$ cat config.mk
export PLATFORM = sky130hd
export DESIGN_NAME = detector_jogada
export DESIGN_NICKNAME = d
export VERILOG_FILES = /design/src/rtl/pkg_jogo.sv /design/src/rtl/sincronizador.sv /design/src/rtl/detector_jogada.sv
export SDC_FILE = /design/constraint.sdc
export NUM_CORES = 1
export LEC_CHECK = 0
export CAP_MARGIN = 20
export CORE_UTILIZATION = 45
export CTS_CLUSTER_DIAMETER = 40
export DETAILED_ROUTE_END_ITERATION = 7
export PLACE_DENSITY = 0.66
export SYNTH_ARGS = -nofsm -noshare
export SYNTH_HDL_FRONTEND = slang
export SYNTH_HIERARCHICAL = 1
export SYNTH_SLANG_ARGS = --single-unit
$ cat constraint.sdc
create_clock -name clock -period 2.37 [get_ports clock]
set_clock_uncertainty 0.1 [all_clocks]
set_input_delay 0.3555 -clock clock [delete_from_list [all_inputs] [get_ports clock]]
set_output_delay 0.3555 -clock clock [all_outputs]
set_load 0.005 [all_outputs]
$ cat src/rtl/pkg_jogo.sv
// Shared definitions for the game: FSM state encoding, default key count and a one-hot check.
// The control unit display decode also uses these.
package pkg_jogo;

   localparam int unsigned N_CHAVES_PADRAO = 4;

   typedef enum logic [2:0] {
      OCIOSO        = 3'd0,
      ESTABILIZA    = 3'd1,
      REGISTRA      = 3'd2,
      INVALIDA      = 3'd3,
      ESPERA_SOLTAR = 3'd4
   } estado_t;

   // True when exactly one bit is set
   function automatic logic eh_one_hot(input logic [31:0] v);
      return (v != 32'd0) && ((v & (v - 32'd1)) == 32'd0);
   endfunction

endpackage

$ cat src/rtl/sincronizador.sv
// Two-flop synchronizer of parameterized width with asynchronous active-low clear.
module sincronizador #(
   parameter int unsigned LARGURA = 4
) (
   input  logic               clock,
   input  logic               reset,
   input  logic [LARGURA-1:0] i_d,
   output logic [LARGURA-1:0] o_q
);

   logic [LARGURA-1:0] r_ff1;
   logic [LARGURA-1:0] r_ff2;

   always_ff @(posedge clock or negedge reset) begin
      if (!reset) begin
         r_ff1 <= '0;
         r_ff2 <= '0;
      end else begin
         r_ff1 <= i_d;
         r_ff2 <= r_ff1;
      end
   end

   assign o_q = r_ff2;

endmodule

$ cat src/rtl/detector_jogada.sv
// Conditions the raw key switches: synchronize, debounce, one-hot check, and emit a single
// pulse per press, re-arming only after every key has been released and held released.
module detector_jogada
   import pkg_jogo::*;
#(
   parameter int unsigned N_CHAVES        = N_CHAVES_PADRAO,
   parameter int unsigned DEBOUNCE_CICLOS = 50000
) (
   input  logic                clock,
   input  logic                reset,
   input  logic                habilita,
   input  logic [N_CHAVES-1:0] chaves,
   output logic                jogada_feita,
   output logic [N_CHAVES-1:0] jogada,
   output logic                jogada_invalida,
   output logic                db_tem_jogada,
   output logic [3:0]          db_estado
);

   localparam int unsigned CW = (DEBOUNCE_CICLOS > 2) ? $clog2(DEBOUNCE_CICLOS) : 1;
   localparam logic [CW-1:0] CNT_FIM = CW'(DEBOUNCE_CICLOS - 1);

   logic [N_CHAVES-1:0] w_cs;
   estado_t             r_estado, w_estado_prox;
   logic [N_CHAVES-1:0] r_cand, w_cand_prox;
   logic [CW-1:0]       r_cnt, w_cnt_prox;
   logic [N_CHAVES-1:0] r_jogada, w_jogada_prox;
   logic                w_cs_zero;

   sincronizador #(
      .LARGURA (N_CHAVES)
   ) u_sinc (
      .clock (clock),
      .reset (reset),
      .i_d   (chaves),
      .o_q   (w_cs)
   );

   assign w_cs_zero = (w_cs == '0);

   always_ff @(posedge clock or negedge reset) begin
      if (!reset) begin
         r_estado <= OCIOSO;
         r_cand   <= '0;
         r_cnt    <= '0;
         r_jogada <= '0;
      end else begin
         r_estado <= w_estado_prox;
         r_cand   <= w_cand_prox;
         r_cnt    <= w_cnt_prox;
         r_jogada <= w_jogada_prox;
      end
   end

   always_comb begin
      w_estado_prox = r_estado;
      w_cand_prox   = r_cand;
      w_cnt_prox    = r_cnt;
      w_jogada_prox = r_jogada;
      case (r_estado)
         OCIOSO: begin
            if (!w_cs_zero && habilita) begin
               w_cand_prox   = w_cs;
               w_cnt_prox    = '0;
               w_estado_prox = ESTABILIZA;
            end
         end
         ESTABILIZA: begin
            // Losing habilita wins over a debounce completing in the same cycle
            if (!habilita) begin
               w_cnt_prox    = '0;
               w_estado_prox = ESPERA_SOLTAR;
            end else if (w_cs_zero) begin
               w_estado_prox = OCIOSO;
            end else if (w_cs != r_cand) begin
               w_cand_prox = w_cs;
               w_cnt_prox  = '0;
            end else if (r_cnt == CNT_FIM) begin
               if (eh_one_hot(32'(r_cand))) begin
                  w_jogada_prox = r_cand;
                  w_estado_prox = REGISTRA;
               end else begin
                  w_estado_prox = INVALIDA;
               end
            end else begin
               w_cnt_prox = r_cnt + 1'b1;
            end
         end
         REGISTRA, INVALIDA: begin
            w_cnt_prox    = '0;
            w_estado_prox = ESPERA_SOLTAR;
         end
         ESPERA_SOLTAR: begin
            if (!w_cs_zero) begin
               w_cnt_prox = '0;
            end else if (r_cnt == CNT_FIM) begin
               w_estado_prox = OCIOSO;
            end else begin
               w_cnt_prox = r_cnt + 1'b1;
            end
         end
         default: begin
            w_cnt_prox    = '0;
            w_estado_prox = OCIOSO;
         end
      endcase
   end

   assign jogada_feita    = (r_estado == REGISTRA);
   assign jogada_invalida = (r_estado == INVALIDA);
   assign jogada          = r_jogada;
   assign db_tem_jogada   = !w_cs_zero;
   assign db_estado       = {1'b0, r_estado};

endmodule

==> reports/summary.md <==
## Synth
• share of flip-flops with an asynchronous set or reset after synthesis: 100%
• biggest area contributors in the synthesized netlist: sky130_fd_sc_hd__dfrtp_1 (53%), sky130_fd_sc_hd__xor2_1 (7.9%), sky130_fd_sc_hd__nand2_1 (4.7%), sky130_fd_sc_hd__nand4_1 (4.5%), sky130_fd_sc_hd__nor2_1 (3.6%)
• post-synthesis cell area: 0.00166 mm²
• Synthesis Warnings: 6
• syn avg cell area: 10.1 µm²
• number of synthesized flops with an enable pin: 0
• Post-Synthesis Net Count: 173
• number of standard cells after synthesis: 165
• Top FF cell, synth: sky130_fd_sc_hd__dfrtp_1
• fraction of synthesized cell area taken by the top area cell type: 52.7%
• number of distinct library cells after synthesis: 37
• register bit total from synthesis: 35
• library cell with the largest summed area after synthesis: sky130_fd_sc_hd__dfrtp_1
• portion of the post-synthesis area used by sequential elements: 52.7%

## Drt
• number of DRC violations after detailed routing: 0
• average detailed-routed wire length per instance: 12.8 µm
• DRT Wirelength: 3060 µm
• detailed-routed wire length on met2: 1370 µm
• first-pass detailed-route iteration total: 4
• highest metal used: met4
• total number of vias: 1272
• number of nets with antenna violations after routing: 0
• WL met3: 168 µm
• via density per instance: 5.32
• routed length on met1: 1470 µm
• number of DRC markers after the initial detailed-route iteration: 83

## STA
• Slew @ Worst Pin: 0.562 ns
• timing-limited maximum frequency: 436 MHz
• tightest slew margin relative to the limit: 62.0%
• time the final worst path needs with I/O delays and setup: 2.29 ns
• final setup violating endpoints: 0
• count of final hold-check violations: 0
• share of the clock period used by the worst path: 96.8%
• accumulated negative setup slack: 0 ns
• worst hold slack: 0.249 ns
• RSZ-0062 raised after global routing: no
• total count of max-transition violations in the final report: 0

## Global routing
• largest net degree at the start of global routing: 36
• antenna violations before repair: 0
• vias in the first global route: 1202
• global-route usage over all layers: 18.1%
• wire length of the first global-routing pass: 5400 µm
• grt total ovfl: 0

## Clock tree
• clock input transition at the sequential cells of the worst setup and hold paths: 0.07 ns
• CTS Hold Bufs: 0
• CTS tree: done
• number of clock buffers inserted by TritonCTS: 5
• clock tree sinks: 35
• clk_lat worst skew: 0.29 ns
• worst-case clock buffer depth: 2
• CTS HTree Levels: 2
• clock tree root buffer cell: sky130_fd_sc_hd__clkbuf_8

## Status
• outcome: completed

## Die
• area inside the core boundary: 0.00344 mm²
• die height: 62.8 µm
• floorplan die area: 0.00394 mm²
• I/O Pins: 18
• overall die width: 62.8 µm
• standard-cell rows: 21
• Initial Util: 48.3%

## Placed design
• GPL Wtd Cong: 0.853
• DP HPWL: 2100 µm
• Inst Count DP: 229
• count of input and output buffers: 16

## Power and ir drop
• static leakage power: 0.883 nW
• peak supply drop: 426 µV
• Tot Pwr: 1.64 mW
• power density cells: 806 mW/mm²

## Critical path
• Req. time, crit path: 1.91 ns
• Critical Path End Type: primary output
• Setup crit start kind: flop
• Worst EP arrival: 1.84 ns
• CP max FO: 6
• Critical Setup Path Class: reg -> out

## Cells and area
• most frequent standard cell in the layout excluding fill and tap cells: sky130_fd_sc_hd__dfrtp_1
• most used cells in the layout excluding fill and tap cells: sky130_fd_sc_hd__dfrtp_1 (35), sky130_fd_sc_hd__nand2_1 (21), sky130_fd_sc_hd__nor2_1 (16), sky130_fd_sc_hd__clkdlybuf4s50_1 (16), sky130_fd_sc_hd__xor2_1 (15)
• fin cells: 239
• ant diodes: 0
• total of fill cells in the finished design: 291
• layout overhead on the synthesized area: 22.0%
• share of post-route cells with drive strength above 1: 13.5%
• final net count: 200

## Job
• count of maximum capacitance violations: 0

## Hold path
• path class of the lowest-slack min-delay path: reg -> reg

## final cells by class
type | count | area (µm²) | share of cell area [%]
Tap cell | 46 | 57.6 | 2.84
Sequential cell | 35 | 876 | 43.2
Inverter | 5 | 18.8 | 0.925
Clock inverter | 2 | 35.0 | 1.73
Clock buffer | 6 | 82.6 | 4.07
Timing Repair Buffer | 25 | 228 | 11.2
Multi-Input combinational cell | 120 | 732 | 36.1
## report_power, final
group | total, mW | switching, mW | internal (mW) | leakage (nW)
sequential | 0.762 | 0.101 | 0.661 | 0.460
clock | 0.551 | 0.211 | 0.340 | 0.0612
combinational | 0.324 | 0.174 | 0.149 | 0.362
## worst max-delay path: stages (launching register included)
cell and delay [ns]:
sky130_fd_sc_hd__dfrtp_1 0.41, sky130_fd_sc_hd__or4_4 0.54, sky130_fd_sc_hd__buf_4 0.17, sky130_fd_sc_hd__clkdlybuf4s50_1 0.44
## metal layers
metal | vias up | GRT usage [%]
met5 | - | 0
met4 | 0 | 8.14
met3 | 6 | 7.30
met2 | 30 | 25.3
met1 | 613 | 24.6
li1 | 623 | -
## logic make-up after synthesis
family / Yosys count / synth area share (%)
XOR/XNOR: 19 / 10.0
multiplexers: 4 / 2.71
other: 1 / 0.226
adder cells (fa/ha/maj): 1 / 0.752
flip-flops: 35 / 52.7
AO/OA/AOI/OAI: 13 / 4.82
AND/OR/NAND/NOR: 82 / 25.4
buffers and inverters: 10 / 3.39
## through the flow
stage               util, %  area, µm²  setup WS [ns]
floorplan                 -       1660          0.180
global placement       55.1       1900         0.0908
detailed placement     55.1       1900         0.0450
CTS                    58.5       2010         0.0518
global route           59.0       2030        0.00700
finish                 59.0       2030         0.0755
## registers in the layout (all words and copies together) (netlist names)
name          count
r_cand            4
u_sinc/r_ff1      4
jogada            4
u_sinc/o_q        4
r_estado          3
r_cnt            16
## repair_timing
action | CTS | global route
setup endpoints to repair | 0 | 3
buffers inserted | 0 | 2
gates resized for setup | 0 | 1
## final timing paths
kind                                       from  slack [ns]  cells past startpoint             to
worst max-delay path              u_sinc/o_q[1]        0.08                      3  db_tem_jogada
worst min-delay path            u_sinc/r_ff1[1]        0.25                      0  u_sinc/o_q[1]
worst max register to register    u_sinc/o_q[1]        0.20                      5      r_cnt[14]
worst min register to register  u_sinc/r_ff1[1]        0.25                      0  u_sinc/o_q[1]
max in group asynchronous                 reset        1.48                      2       r_cnt[2]
min in group asynchronous                 reset        0.37                      2      jogada[2]
## cells in the mapped netlist, types with 2 or more instances
cell type,instances
sky130_fd_sc_hd__nor4_1,2
sky130_fd_sc_hd__nand2_1,21
sky130_fd_sc_hd__dfrtp_1,35
sky130_fd_sc_hd__nor2_1,16
sky130_fd_sc_hd__a31oi_1,2
sky130_fd_sc_hd__and3_1,3
sky130_fd_sc_hd__nor4bb_1,2
sky130_fd_sc_hd__xnor2_1,4
sky130_fd_sc_hd__nand3_1,9
sky130_fd_sc_hd__inv_1,5
sky130_fd_sc_hd__buf_6,2
sky130_fd_sc_hd__mux2_2,4
sky130_fd_sc_hd__nor2_2,2
sky130_fd_sc_hd__xor2_1,15
sky130_fd_sc_hd__a21oi_1,3
sky130_fd_sc_hd__nand4_1,12
sky130_fd_sc_hd__o21ai_0,4
sky130_fd_sc_hd__nor3_1,5
No activity file was read; power rests on OpenSTA's default activity.
